**src/rtl/alu_op_sequencer_if.sv**
```systemverilog
// Byte-wide command stream in, captured ALU result out, between the IO mapping and the ALU sequencer.
// Valid/ready: a transfer occurs on the rising clk edge where valid && ready are both high; the
// producer holds data stable while valid is high and not yet accepted; ready may depend on state only.
interface alu_op_sequencer_if #(
   parameter int WIDTH = 8
);
   logic [WIDTH-1:0] in_data;
   logic             in_valid;
   logic             in_ready;
   logic [WIDTH-1:0] res_data;
   logic [4:0]       res_flags;
   logic             res_valid;
   logic             res_ready;

   modport master (
      output in_data, in_valid, res_ready,
      input  in_ready, res_data, res_flags, res_valid
   );

   modport slave (
      input  in_data, in_valid, res_ready,
      output in_ready, res_data, res_flags, res_valid
   );
endinterface

```
**src/rtl/alu_op_sequencer.sv**
```systemverilog
// Collects opcode and operands byte by byte, drives the shared ALU for EXEC_CYCLES cycles,
// then holds the captured result and flags until the consumer takes them.
module alu_op_sequencer #(
   parameter int WIDTH       = 8,
   parameter int NUM_OPS     = 12,
   parameter int EXEC_CYCLES = 1
) (
   input  logic                clk,
   input  logic                rst,
   input  logic                clear,
   alu_op_sequencer_if.slave   bus,
   output logic [WIDTH-1:0]    alu_a,
   output logic [WIDTH-1:0]    alu_b,
   output logic [3:0]          alu_op,
   output logic                alu_go,
   input  logic [WIDTH-1:0]    alu_result,
   input  logic [3:0]          alu_flags,
   output logic                busy,
   output logic [7:0]          op_count,
   output logic [2:0]          dbg_state
);

   localparam int CW = (EXEC_CYCLES > 1) ? $clog2(EXEC_CYCLES) : 1;

   typedef enum logic [2:0] {
      S_CMD    = 3'd0,
      S_GET_A  = 3'd1,
      S_GET_B  = 3'd2,
      S_EXEC   = 3'd3,
      S_RESULT = 3'd4
   } state_t;

   state_t          state;
   state_t          next_state;
   logic [CW-1:0]   exec_cnt;
   logic [3:0]      pend_op;
   logic [WIDTH-1:0] last_result;

   logic            accept;
   logic [3:0]      cmd_op;
   logic            cmd_chain;
   logic            cmd_legal;
   logic            exec_last;

   assign cmd_op    = bus.in_data[3:0];
   assign cmd_chain = bus.in_data[4];
   assign cmd_legal = ({1'b0, cmd_op} < 5'(NUM_OPS));
   assign exec_last = (exec_cnt == CW'(EXEC_CYCLES - 1));

   assign bus.in_ready  = (state == S_CMD) || (state == S_GET_A) || (state == S_GET_B);
   assign bus.res_valid = (state == S_RESULT);
   assign accept        = bus.in_valid && bus.in_ready;
   assign busy          = (state != S_CMD);
   assign dbg_state     = state;

   always_ff @(posedge clk or posedge rst) begin
      if (rst) state <= S_CMD;
      else     state <= next_state;
   end

   always_comb begin
      next_state = state;
      case (state)
         S_CMD: begin
            if (accept) begin
               if (!cmd_legal)     next_state = S_RESULT;
               else if (cmd_chain) next_state = S_GET_B;
               else                next_state = S_GET_A;
            end
         end
         S_GET_A:  if (accept) next_state = S_GET_B;
         S_GET_B:  if (accept) next_state = S_EXEC;
         S_EXEC:   if (exec_last) next_state = S_RESULT;
         S_RESULT: if (bus.res_ready) next_state = S_CMD;
         default:  next_state = S_CMD;
      endcase
      // Abort overrides everything, including a result handshake in the same cycle.
      if (clear) next_state = S_CMD;
   end

   always_ff @(posedge clk or posedge rst) begin
      if (rst) begin
         alu_a         <= '0;
         alu_b         <= '0;
         alu_op        <= '0;
         alu_go        <= 1'b0;
         exec_cnt      <= '0;
         pend_op       <= '0;
         last_result   <= '0;
         bus.res_data  <= '0;
         bus.res_flags <= '0;
         op_count      <= '0;
      end else begin
         alu_go <= 1'b0;
         if (clear) begin
            last_result <= '0;
         end else begin
            case (state)
               S_CMD: begin
                  if (accept) begin
                     pend_op <= cmd_op;
                     if (!cmd_legal) begin
                        bus.res_data  <= '0;
                        bus.res_flags <= 5'b10000;
                     end else if (cmd_chain) begin
                        alu_a <= last_result;
                     end
                  end
               end
               S_GET_A: begin
                  if (accept) alu_a <= bus.in_data;
               end
               S_GET_B: begin
                  if (accept) begin
                     alu_b    <= bus.in_data;
                     alu_op   <= pend_op;
                     exec_cnt <= '0;
                     alu_go   <= 1'b1;
                  end
               end
               S_EXEC: begin
                  exec_cnt <= exec_cnt + CW'(1);
                  if (exec_last) begin
                     bus.res_data  <= alu_result;
                     bus.res_flags <= {1'b0, alu_flags};
                     last_result   <= alu_result;
                  end
               end
               S_RESULT: begin
                  if (bus.res_ready) op_count <= op_count + 8'd1;
               end
               default: ;
            endcase
         end
      end
   end

endmodule

```
**src/flat_wrapper.sv**
```systemverilog
// flat-port wrapper written by rule: the top's interface ports become plain ports
module alu_op_sequencer_flat 
#(
   parameter int WIDTH       = 8,
   parameter int NUM_OPS     = 12,
   parameter int EXEC_CYCLES = 1
)
  (clk, rst, clear, alu_a, alu_b, alu_op, alu_go, alu_result, alu_flags, busy, op_count, dbg_state, bus_in_data, bus_in_valid, bus_res_ready, bus_in_ready, bus_res_data, bus_res_flags, bus_res_valid);
  alu_op_sequencer_if #(.WIDTH(WIDTH)) bus_i ();
  input  logic clk;
  input  logic rst;
  input  logic clear;
  output logic [WIDTH-1:0] alu_a;
  output logic [WIDTH-1:0] alu_b;
  output logic [3:0] alu_op;
  output logic alu_go;
  input  logic [WIDTH-1:0] alu_result;
  input  logic [3:0] alu_flags;
  output logic busy;
  output logic [7:0] op_count;
  output logic [2:0] dbg_state;
  input wire logic [$bits(bus_i.in_data)-1:0] bus_in_data;
  input wire logic [$bits(bus_i.in_valid)-1:0] bus_in_valid;
  input wire logic [$bits(bus_i.res_ready)-1:0] bus_res_ready;
  output wire logic [$bits(bus_i.in_ready)-1:0] bus_in_ready;
  output wire logic [$bits(bus_i.res_data)-1:0] bus_res_data;
  output wire logic [$bits(bus_i.res_flags)-1:0] bus_res_flags;
  output wire logic [$bits(bus_i.res_valid)-1:0] bus_res_valid;
  assign bus_i.in_data = bus_in_data;
  assign bus_i.in_valid = bus_in_valid;
  assign bus_i.res_ready = bus_res_ready;
  assign bus_in_ready = bus_i.in_ready;
  assign bus_res_data = bus_i.res_data;
  assign bus_res_flags = bus_i.res_flags;
  assign bus_res_valid = bus_i.res_valid;
  alu_op_sequencer #(.WIDTH(WIDTH), .NUM_OPS(NUM_OPS), .EXEC_CYCLES(EXEC_CYCLES)) u_core (.clk(clk), .rst(rst), .clear(clear), .bus(bus_i), .alu_a(alu_a), .alu_b(alu_b), .alu_op(alu_op), .alu_go(alu_go), .alu_result(alu_result), .alu_flags(alu_flags), .busy(busy), .op_count(op_count), .dbg_state(dbg_state));
endmodule
```
**config.mk**
```make
export PLATFORM = sky130hd
export DESIGN_NAME = alu_op_sequencer_flat
export DESIGN_NICKNAME = d
export VERILOG_FILES = /design/src/rtl/alu_op_sequencer_if.sv /design/src/rtl/alu_op_sequencer.sv /design/src/flat_wrapper.sv
export SDC_FILE = /design/constraint.sdc
export NUM_CORES = 1
export LEC_CHECK = 0
export BUFFER_PORTS_ARGS = -buffer_cell sky130_fd_sc_hd__buf_2
export CAP_MARGIN = 5
export CORE_UTILIZATION = 48
export DETAILED_ROUTE_END_ITERATION = 8
export PLACE_DENSITY = 0.74
export SYNTH_ARGS = -nofsm -noshare
export SYNTH_HDL_FRONTEND = slang
export SYNTH_SLANG_ARGS = --single-unit
```
**constraint.sdc**
```tcl
create_clock -name clk -period 2.5 [get_ports clk]
set_input_delay 0 -clock clk [delete_from_list [all_inputs] [get_ports clk]]
set_output_delay 0 -clock clk [all_outputs]
set_load 0.1 [all_outputs]
```
# Word-level counts from Yosys, hierarchy flattened
# Index checks and enable logic that the tools add are counted.
# totals
input_bits,25
regBits,58
output_inout_bits,48
# op_classes
bitwise,1
n_mux,29
add_sub_neg,2
eq_ne,17
n_reduce_logical,17
magnitude_cmp,1
# op_table
op,n
$mux W8,9
$pmux W8 S2,2
$mux W3,7
$mux W5,3
$pmux W3 S5,1
$reduce_and A3 Y1,4
$pmux W5 S2,1
$reduce_and A5 Y1,2
$ne A3 B2 Y1 const B,3
$add A8 B1 Y8 const B,1
$ne A2 B1 Y1 const B,4
$ne A2 B2 Y1 const B,4
$reduce_bool A2 Y1,4
$eq A3 B2 Y1 const B,2
$ne A3 B3 Y1 const B,2
$reduce_and A6 Y1,1
$lt A4 B4 Y1 const B,1
$mux W1,4
$eq A3 B1 Y1 const B,1
$eq A3 B3 Y1 const B,1
$logic_not A3 Y1,1
$reduce_bool A3 Y1,1
$logic_or A1 B1 Y1,2
$mux W2,1
other kinds (5),5

# Logic depth before layout (Yosys ltp)
# depth
word_depth,7
mapped_depth,5
depth_no_buf,4

# Worst setup path after synthesis
# OpenSTA, ideal clock, no wires.
# synth_path
path_kind,register to output
start,reg u_core.state[2] (netlist: u_core.dbg_state[2])
end,out bus_in_ready
path_stages_with_launch,3
path_slack_ps,-70
arrival_time_ps,2570
path_buffers,1
t_required_ps,2500
path_cell_list,dfrtp_1 -> clkbuf_1 -> a21oi_1
# synth_between
elab_chain_len,3
elab_cells_between_ends,5
cone_classes,eq/ne (2); reduce/logical (3)
# synth_rtl
element,line,text
from (decl),alu_op_sequencer.sv:33,state_t state;
from (signal assigned),alu_op_sequencer.sv:58,else state <= next_state;
$eq A3 B1 Y1 or $logic_not A3 Y1 (tied branches),alu_op_sequencer.sv:50,assign bus.in_ready = (state == S_CMD) || (state == S_GET_A) || (state == S_GET_B);
$logic_or A1 B1 Y1,alu_op_sequencer.sv:50,
$logic_or A1 B1 Y1 (*),alu_op_sequencer.sv:50,
to (decl),flat_wrapper.sv:25,output wire logic [$bits(bus_i.in_ready)-1:0] bus_in_ready;
# Every way passes the cells marked *; elsewhere a longest branch is shown, timed or not.

# Worst setup path in the final report
# layout_path
start,reg u_core.state[0] (netlist: u_core.dbg_state[0])
end,reg u_core.alu_a[5]
# layout_between
elab_chain_len,6
elab_cells_between_ends,13
cone_classes,eq/ne (6); mux (1); reduce/logical (6)
# layout_rtl
element,line,text
$eq A3 B1 Y1 or $logic_not A3 Y1 (tied branches),"alu_op_sequencer.sv:50, alu_op_sequencer.sv:98",
$logic_or A1 B1 Y1 (2 in a row),alu_op_sequencer.sv:50,
$logic_and A1 B1 Y1,alu_op_sequencer.sv:52,assign accept = bus.in_valid && bus.in_ready;
$ne A2 B1 Y1 (no line),--,
$reduce_and A6 Y1 (no line),--,
to (signal assigned),alu_op_sequencer.sv:106,alu_a <= last_result;
to (signal assigned),alu_op_sequencer.sv:111,if (accept) alu_a <= bus.in_data;
to (decl),alu_op_sequencer.sv:12,"output logic [WIDTH-1:0] alu_a,"
# Parallel ways exist; a longest one is shown, timed or not.
# A chain may end at the register's enable or synchronous reset.

==> out/qor.csv <==
stage;metric;value;unit
placed_design;GP Congestion;0.769;
clocking;TritonCTS clock tree;yes;
final_layout;Layout area overhead;31.9;%
power;maximum vdd drop;0.774;mV
global_route;GRT overflow;0;
placed_design;Post-DP HPWL;3820;um
clocking;Post-CTS Hold Fix Bufs;20;
final_layout;layout cells sized above 1;42.9;%
final_layout;# nets final;334;
timing;worst setup margin;0.480;ns
clocking;clock sink total;58;
yosys;syn_nets;236;
setup_path;Crit path required time;2.72;ns
hold_path;hold_sp;bus_in_data[2];
global_route;vias in the first global route;1998;
die;# rows;26;
timing;unrepaired setup endpoints after global routing;no;
die;Initial Utilization;50.9;%
clocking;CTS H-Tree Depth;3;
clocking;CTS max path bufs;2;
clocking;CTS resizes;0;
clocking;Worst-path clk slew;0.07;ns
yosys;Seq/Total Area, Yosys;54.7;%
setup_path;crit path capture type;flop;
setup_path;CP arrival;2.24;ns
setup_path;Critical Path Slowest Stage Cell;nor3b_2;
timing;relative slew slack;52.8;%
route;vias per cell;4.97;
final_layout;Finished Core Util;67.2;%
timing;WHS;0.0252;ns
die;Die Area;0.00582;mm2
route;wire length per cell;15.1;um
yosys;#FFs+latches synth;58;
global_route;Overall Global Routing Usage;21.8;%
placed_design;pre-CTS setup slack;0.499;ns
clocking;clock root cell;clkbuf_8;
route;via count;1898;
setup_path;chain of cells forming the critical path;nor3b_2, mux2_2, mux2_2;
die;Vert. Die Dim;76.3;um
timing;Slew Limit Fails;0;
final_layout;fin cells;382;
timing;Setup Viol. Count Final;0;
timing;final hold vios;0;
power;leak pwr;1.89;nW
yosys;Netlist Area Pre-Place;0.00265;mm2
die;die width;76.3;um
setup_path;crit path max fanout;14;
timing;setup TNS;0;ns
final_layout;Finished Cell Area;0.00350;mm2
setup_path;type of origin of the critical path;flop;
setup_path;crit-path most repeated cell;mux2_2;
route;initial drt markers;86;
yosys;Avg Cell Area, Syn;12.6;um2
global_route;largest net degree at the start of global routing;31;
placed_design;# port buffers;72;
die;num ports;73;
hold_path;HP Class;in -> reg;
placed_design;dpl cell area;0.00311;mm2
timing;worst slew pin tran;0.707;ns
placed_design;dpl cells;347;
clocking;CTS buffer count;9;
yosys;number of synthesized flops with an enable pin;0;
timing;minimum clock period;2.02;ns
final_layout;register area;0.00145;mm2
global_route;first-pass GRT wire length;9630;um
final_layout;fillcell total;410;
final_layout;multi-input logic area;0.00110;mm2
global_route;initial antenna violation count;0;
outcome;status;complete, no violations;
timing;fmax;495;MHz
yosys;YS warnings;0;
clocking;Setup Fix Bufs, Post-CTS;0;
route;routed wire length;5790;um
setup_path;r2r startpoint;u_core.dbg_state[0];
power;P per Cell Area;1140;mW/mm2
die;area of the core;0.00520;mm2
setup_path;worst setup path startpoint;u_core.dbg_state[0];
yosys;Post-synth top flop;dfrtp_1;
final_layout;diode count;0;
setup_path;WS Path Type;reg -> reg;
timing;Final period util;80.8;%
setup_path;Max stage delay on crit path;0.63;ns
yosys;Distinct cells, synth;34;
route;Antenna Nets Post-Route;0;
yosys;fraction of registers with async set/reset;100;%
clocking;Clk Latency, worst-skew pair;0.34;ns
flow_run;max-cap viol count;0;
route;iteration count of the initial detailed-routing pass;4;
yosys;Post-Syn Instances;210;
timing;Layout Skew;0.00697;ns
power;Power, Total;4.00;mW
route;DRC;0;
-- cell usage after synthesis, types with 2 or more instances --
cell type	instances	share of area (%)
a21bo_2	2	0.76
a21oi_1	2	0.38
and2_1	2	0.47
and3_1	4	0.94
buf_2	5	0.94
clkbuf_1	4	0.57
dfrtp_1	58	55
inv_1	16	2.3
mux2_2	24	10
mux2_4	9	5.1
mux2i_1	20	7.6
nand2_1	3	0.42
nand2b_1	3	0.71
nand3_1	8	1.5
nor2_1	12	1.7
o21ai_0	12	2.3
o41ai_1	2	0.66
or3_1	2	0.47
xnor2_1	7	2.3
-- path summary, 6_finish.rpt --
check | end | slack [ns] | depth (start not counted)
setup / recovery | u_core.alu_a[5] | 0.48 | 3
hold / removal | u_core.alu_b[2] | 0.03 | 2
setup reg to reg | u_core.alu_a[5] | 0.48 | 3
hold reg to reg | u_core.op_count[7] | 0.47 | 1
max in group asynchronous | u_core.alu_go | 1.64 | 4
min in group asynchronous | u_core.last_result[1] | 0.29 | 3
-- power by group --
group	switching (mW)	internal, mW	total, mW
Combinational	1.55	0.370	1.92
Clock	0.361	0.459	0.820
Sequential	0.124	1.14	1.26
-- layer usage --
metal	vias up	wire, um	global-route usage [%]
li1	924	-	-
met1	914	2560	26.3
met2	50	2860	35.9
met3	10	269	7.19
met4	0	96	8.65
met5	-	0	0
-- layout by cell type, fill, tap and decap left out --
cell / netlist / final
and2_1: 2 / 2
a211oi_1: 1 / 1
or2_2: 1 / 1
and3b_1: 1 / 1
o21ai_0: 12 / 12
nor3_1: 1 / 1
nor2_1: 12 / 12
nor3b_2: 1 / 1
or3b_1: 1 / 1
nand2b_1: 3 / 3
inv_1: 16 / 15
mux2_4: 9 / 9
a2111oi_4: 1 / 1
or3_1: 2 / 2
clkbuf_8: 0 / 13
a21oi_2: 0 / 1
mux2_2: 24 / 24
a2bb2oi_1: 1 / 1
dlygate4sd3_1: 0 / 20
nand4bb_1: 1 / 1
nor4b_2: 1 / 1
xnor2_1: 7 / 7
nand3_1: 8 / 8
a2111oi_0: 1 / 1
a21oi_1: 2 / 1
nand4_1: 1 / 1
dfrtp_1: 58 / 58
ha_1: 1 / 1
nand2_1: 3 / 3
buf_4: 0 / 4
a21bo_2: 2 / 2
buf_2: 5 / 72
clkinv_2: 0 / 2
nor4bb_2: 0 / 1
o41ai_1: 2 / 2
buf_12: 0 / 1
and3_1: 4 / 4
mux2i_1: 20 / 20
inv_2: 0 / 1
-- logic make-up (layout without fill, tap and decap cells) --
family                     Yosys count  count (layout)  share of synthesized area [%]
AOI/OAI and AO/OA                   22              22                           6.04
and+or+nand+nor                     43              43                           9.39
muxes                               53              53                           22.8
xor gates and xnor gates             7               7                           2.31
DFF                                 58              58                           54.7
adders and majority gates            1               1                          0.472
buffers and inverters               26             128                           4.20
-- cell type report --
class	instances	area share [%]
sequential	58	41.5
multi-input combinational	126	31.4
timing repair buffer	97	17.5
clock buffer	13	5.12
tap	70	2.50
inverter	16	1.72
clock inverter	2	0.286
-- registers in the layout, indices dropped and copies added (netlist names), 3 cells and up --
signal,flops
u_core.op_count,8
u_core.alu_b,8
u_core.alu_a,8
u_core.last_result,8
u_core.dbg_state,3
u_core.pend_op,4
u_core.bus.res_data,8
u_core.bus.res_flags,5
u_core.alu_op,4
-- worst max-delay path, delay by kind of cell (launching register included) --
kind	cells	cell delay, ns
flops	1	0.60
simple gates	1	0.63
mux	2	0.67
Power figures use the tool's default switching activity.
